--- config.mk ---
export PLATFORM = sky130hd
export DESIGN_NAME = load_store_unit
export DESIGN_NICKNAME = d
export VERILOG_FILES = /design/src/rtl/lsu_pkg.sv /design/src/rtl/lsu_align.sv /design/src/rtl/load_store_unit.sv
export SDC_FILE = /design/constraint.sdc
export NUM_CORES = 1
export LEC_CHECK = 0
export CORE_MARGIN = 8
export CORE_UTILIZATION = 45
export CTS_CLUSTER_DIAMETER = 30
export DETAILED_ROUTE_END_ITERATION = 6
export PLACE_DENSITY = 0.78
export REMOVE_ABC_BUFFERS = 1
export SYNTH_ARGS = -nofsm -noshare
export SYNTH_HDL_FRONTEND = slang
export SYNTH_SLANG_ARGS = --single-unit
export TNS_END_PERCENT = 20
--- constraint.sdc ---
create_clock -name clk -period 6.3 [get_ports clk]
set_clock_uncertainty 0.15 [all_clocks]
set_input_delay 1.26 -clock clk [delete_from_list [all_inputs] [get_ports clk]]
set_output_delay 1.26 -clock clk [all_outputs]
set_load 0.005 [all_outputs]
--- src/rtl/lsu_pkg.sv ---
// lsu_pkg: shared state encoding, funct3 codes and access-size helpers for the load/store unit.
package lsu_pkg;
  typedef enum logic [2:0] {S_IDLE, S_RD, S_CAP, S_WR, S_RESP} lsu_state_e;
  localparam logic [2:0] F3_B  = 3'b000;
  localparam logic [2:0] F3_H  = 3'b001;
  localparam logic [2:0] F3_W  = 3'b010;
  localparam logic [2:0] F3_D  = 3'b011;
  localparam logic [2:0] F3_BU = 3'b100;
  localparam logic [2:0] F3_HU = 3'b101;
  localparam logic [2:0] F3_WU = 3'b110;
  function automatic logic [1:0] size_log2(input logic [2:0] f3);
    return f3[1:0];
  endfunction
  function automatic logic misaligned(input logic [2:0] lo, input logic [2:0] f3);
    return ({1'b0, lo} & ((4'd1 << size_log2(f3)) - 4'd1)) != 4'd0;
  endfunction
  function automatic logic [63:0] byte_mask(input logic [2:0] f3);
    return f3[1:0] == F3_B[1:0] ? 64'h0000_0000_0000_00ff :
           f3[1:0] == F3_H[1:0] ? 64'h0000_0000_0000_ffff :
           f3[1:0] == F3_W[1:0] ? 64'h0000_0000_ffff_ffff : '1;
  endfunction
  function automatic logic is_unsigned(input logic [2:0] f3);
    return f3 == F3_BU || f3 == F3_HU || f3 == F3_WU;
  endfunction
  function automatic logic is_dword(input logic [2:0] f3);
    return f3 == F3_D;
  endfunction
endpackage

--- src/rtl/lsu_align.sv ---
// lsu_align: load byte extraction with sign/zero extension, and sub-doubleword store merge.
module lsu_align
  import lsu_pkg::*;
(
  input  logic [63:0] word_i,
  input  logic [2:0]  off_i,
  input  logic [2:0]  funct3_i,
  input  logic [63:0] wdata_i,
  output logic [63:0] ld_data_o,
  output logic [63:0] st_word_o
);
  logic [5:0]  sh;
  logic [63:0] shifted, mask;
  logic        sx;
  always_comb begin
    sh        = {off_i, 3'b000};
    shifted   = word_i >> sh;
    sx        = ~is_unsigned(funct3_i);
    ld_data_o = size_log2(funct3_i) == 2'd0 ? {{56{sx & shifted[7]}}, shifted[7:0]} :
                size_log2(funct3_i) == 2'd1 ? {{48{sx & shifted[15]}}, shifted[15:0]} :
                size_log2(funct3_i) == 2'd2 ? {{32{sx & shifted[31]}}, shifted[31:0]} : shifted;
    mask      = byte_mask(funct3_i) << sh;
    st_word_o = (word_i & ~mask) | ((wdata_i << sh) & mask);
  end
endmodule

--- src/rtl/load_store_unit.sv ---
// load_store_unit: RV64 load/store FSM over a word-addressed memory without byte enables.
// Define LSU_STATS_EN to add saturating load/store/error counters.
module load_store_unit
  import lsu_pkg::*;
#(
  parameter int DMEM_WORDS = 32,
  parameter int XLEN       = 64
) (
  input  logic            clk,
  input  logic            reset,
  input  logic            req_valid,
  output logic            req_ready,
  input  logic            req_is_store,
  input  logic [2:0]      req_funct3,
  input  logic [XLEN-1:0] req_addr,
  input  logic [XLEN-1:0] req_wdata,
  output logic            resp_valid,
  output logic [XLEN-1:0] resp_rdata,
  output logic            resp_err,
  output logic [XLEN-1:0] mem_addr,
  output logic            mem_rd,
  output logic            mem_wr,
  output logic [XLEN-1:0] mem_wr_data,
  input  logic [XLEN-1:0] mem_rd_data
`ifdef LSU_STATS_EN
  ,
  output logic [31:0]     stat_loads,
  output logic [31:0]     stat_stores,
  output logic [31:0]     stat_errs
`endif
);
  lsu_state_e      state_q;
  logic [XLEN-1:0] addr_q, wdata_q, rdata_q;
  logic [2:0]      f3_q;
  logic            st_q, err_q, bad, active;
  logic [63:0]     ld_data, st_word;
  lsu_align u_align (
    .word_i(mem_rd_data), .off_i(addr_q[2:0]), .funct3_i(f3_q), .wdata_i(wdata_q),
    .ld_data_o(ld_data), .st_word_o(st_word)
  );
  always_comb begin
    bad = (req_is_store ? req_funct3[2] : req_funct3 == 3'b111) |
          misaligned(req_addr[2:0], req_funct3) |
          ((req_addr >> 3) >= XLEN'(DMEM_WORDS));
    active      = state_q == S_RD || state_q == S_CAP || state_q == S_WR;
    req_ready   = state_q == S_IDLE;
    resp_valid  = state_q == S_RESP;
    mem_rd      = state_q == S_RD;
    mem_wr      = state_q == S_WR;
    mem_addr    = active ? addr_q >> 3 : '0;
    mem_wr_data = mem_wr ? st_word : '0;
    resp_rdata  = rdata_q;
    resp_err    = err_q;
  end
  // Response registers change only on entry to RESP so they hold between responses.
  always_ff @(posedge clk or negedge reset) begin
    if (!reset) begin
      state_q <= S_IDLE;
      addr_q  <= '0;
      wdata_q <= '0;
      rdata_q <= '0;
      f3_q    <= '0;
      st_q    <= 1'b0;
      err_q   <= 1'b0;
    end else begin
      case (state_q)
        S_IDLE: if (req_valid) begin
          addr_q  <= req_addr;
          wdata_q <= req_wdata;
          f3_q    <= req_funct3;
          st_q    <= req_is_store;
          state_q <= bad ? S_RESP : (req_is_store && is_dword(req_funct3)) ? S_WR : S_RD;
          if (bad) begin
            rdata_q <= '0;
            err_q   <= 1'b1;
          end
        end
        S_RD:    state_q <= st_q ? S_WR : S_CAP;
        S_CAP: begin
          rdata_q <= ld_data;
          err_q   <= 1'b0;
          state_q <= S_RESP;
        end
        S_WR: begin
          rdata_q <= '0;
          err_q   <= 1'b0;
          state_q <= S_RESP;
        end
        default: state_q <= S_IDLE;
      endcase
    end
  end
`ifdef LSU_STATS_EN
  always_ff @(posedge clk or negedge reset) begin
    if (!reset) begin
      stat_loads  <= '0;
      stat_stores <= '0;
      stat_errs   <= '0;
    end else if (state_q == S_RESP) begin
      if (err_q && stat_errs != '1) stat_errs <= stat_errs + 32'd1;
      if (!err_q && st_q && stat_stores != '1) stat_stores <= stat_stores + 32'd1;
      if (!err_q && !st_q && stat_loads != '1) stat_loads <= stat_loads + 32'd1;
    end
  end
`endif
endmodule

==> metrics.md <==
| Metric | Value |
|---|---|
| Crit end category | output port |
| Crit path max-delay family | compound AO/OA/AOI/OAI gates |
| Syn_area_per_cell | 10.1 µm² |
| CP peak stage delay | 0.80 ns |
| Status | finished clean |
| Share of cells above drive strength 1 | 0.154 |
| Later-pin clock latency in the skew report | 0.43 ns |
| Combinational share of power | 0.292 |
| Total number of vias | 11500 |
| Synth area leader | dfrtp_1 |
| Clock Tree Buf Depth | 2 |
| Max layer used | met5 |
| Leakage | 6.83 nW |
| Global-route wire length before repair | 74.3 mm |
| CP max-delay cell | dfrtp_4 |
| Initial antenna violation count | 5 |
| Sequential-to-total area share from yosys stat | 0.405 |
| GPL Wtd Cong | 0.923 |
| Worst-Margin Slew | 1.19 ns |
| CTS tree | done |
| Largest fanout on the critical path | 55 |
| Top cell type's share of synthesized area | 0.405 |
| Slew HR | 0.202 |
| P_int | 2.46 mW |
| Design Area, Final | 17000 µm² |
| Remaining antenna violation count | 0 |
| Distinct cells, synth | 62 |
| Initial core utilization | 0.458 |
| Total GRT Usage | 0.291 |
| Critical path type | reg -> out |
| Final Hold Fails | 0 |
| RSZ-0062 raised after global routing | no |
| Ys Warns | 0 |
| Placed cell areas | 16400 µm² |
| Largest net degree at the start of global routing | 108 |
| Reg clk slew, reported paths | 0.08 ns |
| Switching power | 1.31 mW |
| Sequential power share | 0.408 |
| Clk pwr share | 0.300 |
| Met3 WL | 5.73 mm |
| Die Ht | 182 µm |
| CP Buf/Inv Count | 2 |
| Synth-to-Final Area Change | 37.6% |
| Switch share | 0.348 |
| Post-synth EDFFs | 0 |
| Cell with the most instances after synthesis | dfrtp_1 |
| Post-CTS Setup Inserts | 0 |
| Synth Flop Type | dfrtp_1 |
| Slew Limit Fails | 0 |
| Filler cells | 2202 |
| DRT met1 WL | 18.4 mm |
| Clock Sinks | 200 |
| Post-CTS sizing | 0 |
| Setup Slack @ Placement | 1.49 ns |
| Ys async rst share | 1.00 |
| Power Dens Cells | 222 nW/µm² |
| # DRC | 0 |
| Met2 wire length | 23.1 mm |
| Via density per instance | 6.05 |
| Worst path required time | 4.89 ns |
| Core box area | 27000 µm² |
| CTS Buf Count | 17 |
| Critical-path cell list | buf_4 > a21oi_1 > o221ai_1 > o21ai_2 > mux2i_1 > nor2_1 > clkdlybuf4s50_1 |
| Tcrit/Tclk final | 0.845 |
| Syn Inst Count | 1220 |
| Synth cell count leaders | dfrtp_1 (200), mux2_2 (139), mux2i_1 (120), nand2_1 (120), nor2_1 (98) |
| Die area | 33000 µm² |
| 1st-iter DRT viols | 1072 |
| Top achievable clock speed | 188 MHz |
| Syn Std Cell Area | 12300 µm² |
| Worst setup SP type | register |
| Arr. time, crit path | 3.91 ns |
| Rows | 60 |
| Wire length per cell | 25.9 µm |
| Post-DP HPWL | 35.6 mm |
| Finish-stage setup viols | 0 |
| Final hold slack | 0.344 ns |
| Top post-synthesis cells by area | dfrtp_1 (41%), mux2_2 (13%), mux2i_1 (9.7%) |
| Hold Buf Count CTS | 0 |
| Clk root buf | clkbuf_16 |
| Setup ws final | 0.978 ns |
| Min-delay worst type | reg -> reg |
| DR pass1 iterations | 6 |
| PortBufs | 392 |
| Drt total wl | 49.2 mm |
| Total of max-cap violations | 0 |
| Total global routing overflow | 0 |
| Chip Width | 182 µm |
| Nets | 1743 |
| Maximum vdd drop | 0.193 mV |
| Vias in the first global route | 12100 |
| I/O Pins | 396 |
| H-tree depth | 4 |
| Number of synthesized register bits | 200 |
| Post-route minimum period | 5.32 ns |
flip-flops by register name, summed over array words and instances (netlist names):
| name | flops |
|---|---|
| state_q | 3 |
| resp_rdata | 64 |
| addr_q | 64 |
| wdata_q | 64 |
| st_q | 1 |
| f3_q | 3 |
| resp_err | 1 |
kinds of logic (layout without fill, tap and decap cells):
kind of cell    count (synthesis)  after routing  share of synthesized area
compound gates                273            273                      0.174
buf+inv                       120            455                     0.0454
flops                         200            200                      0.405
mux                           273            273                      0.241
other cells                     1              4                   0.000304
simple gates                  353            353                      0.134
through the flow:
step | utilization | std cells | setup TNS [ns] | power, mW
6_report | 0.630 | 1899 | 0 | 3.78
5_1_grt | 0.630 | 1899 | 0 | 3.94
4_1_cts | 0.630 | 1898 | 0 | 3.78
3_5_place_dp | 0.608 | 1866 | 0 | 2.65
3_3_place_gp | 0.608 | 1866 | 0 | 2.62
2_1_floorplan | - | 1113 | -14.33 | 2.23
cell type report:
cell class	instances	area (µm²)	share of cell area
Antenna cell	1	2.50	0.000147
Clock buffer	17	425	0.0250
Clock inverter	15	166	0.00980
Inverter	11	41.3	0.00243
Multi-Input combinational cell	902	6820	0.401
Sequential cell	200	5010	0.295
Tap cell	341	427	0.0251
Timing Repair Buffer	412	4090	0.241
power by group through the flow:
stage / combinational (mW) / sequential, mW / clock (mW)
4_1_cts: 1.09 / 1.54 / 1.15
3_5_place_dp: 1.08 / 1.56 / 0
5_1_grt: 1.18 / 1.56 / 1.19
3_3_place_gp: 1.06 / 1.56 / 0
6_report: 1.10 / 1.54 / 1.13
2_1_floorplan: 0.670 / 1.56 / 0
worst paths after layout:
| path | from | endpoint | slack, ns | cells after the start |
|---|---|---|---|---|
| worst max-delay path | addr_q[1] | mem_wr_data[37] | 0.98 | 7 |
| min in group asynchronous | reset | wdata_q[22] | 0.75 | 1 |
| worst min register to register | resp_rdata[53] | resp_rdata[53] | 0.34 | 1 |
| worst max register to register | addr_q[2] | resp_rdata[41] | 2.65 | 6 |
| max in group asynchronous | reset | addr_q[60] | 3.93 | 2 |
| worst min-delay path | resp_rdata[53] | resp_rdata[53] | 0.34 | 1 |
routing by layer:
layer | GRT usage | up-vias
li1 | - | 5096
met1 | 0.333 | 5606
met2 | 0.476 | 671
met3 | 0.116 | 115
met4 | 0.125 | 8
met5 | 0 | -
cell usage in the layout, fill, tap and decap left out, types with 5 or more instances in the layout:
cell,count
o221ai_1,10
a31oi_1,12
nand3_1,13
clkdlybuf4s50_1,391
clkbuf_16,17
a32o_1,12
o21ai_0,28
a21oi_1,60
mux2i_1,120
nand2_1,119
dfrtp_1,197
o211ai_1,18
nor3_1,11
a211oi_1,33
nor2b_1,11
o2bb2ai_2,20
buf_4,19
a22o_1,25
nor4_1,14
mux2_1,10
nor2_1,96
o21a_1,5
a311oi_1,8
o2bb2ai_1,19
and2_1,62
mux2_2,139
nand4_1,8
Power figures use the tool's default switching activity.
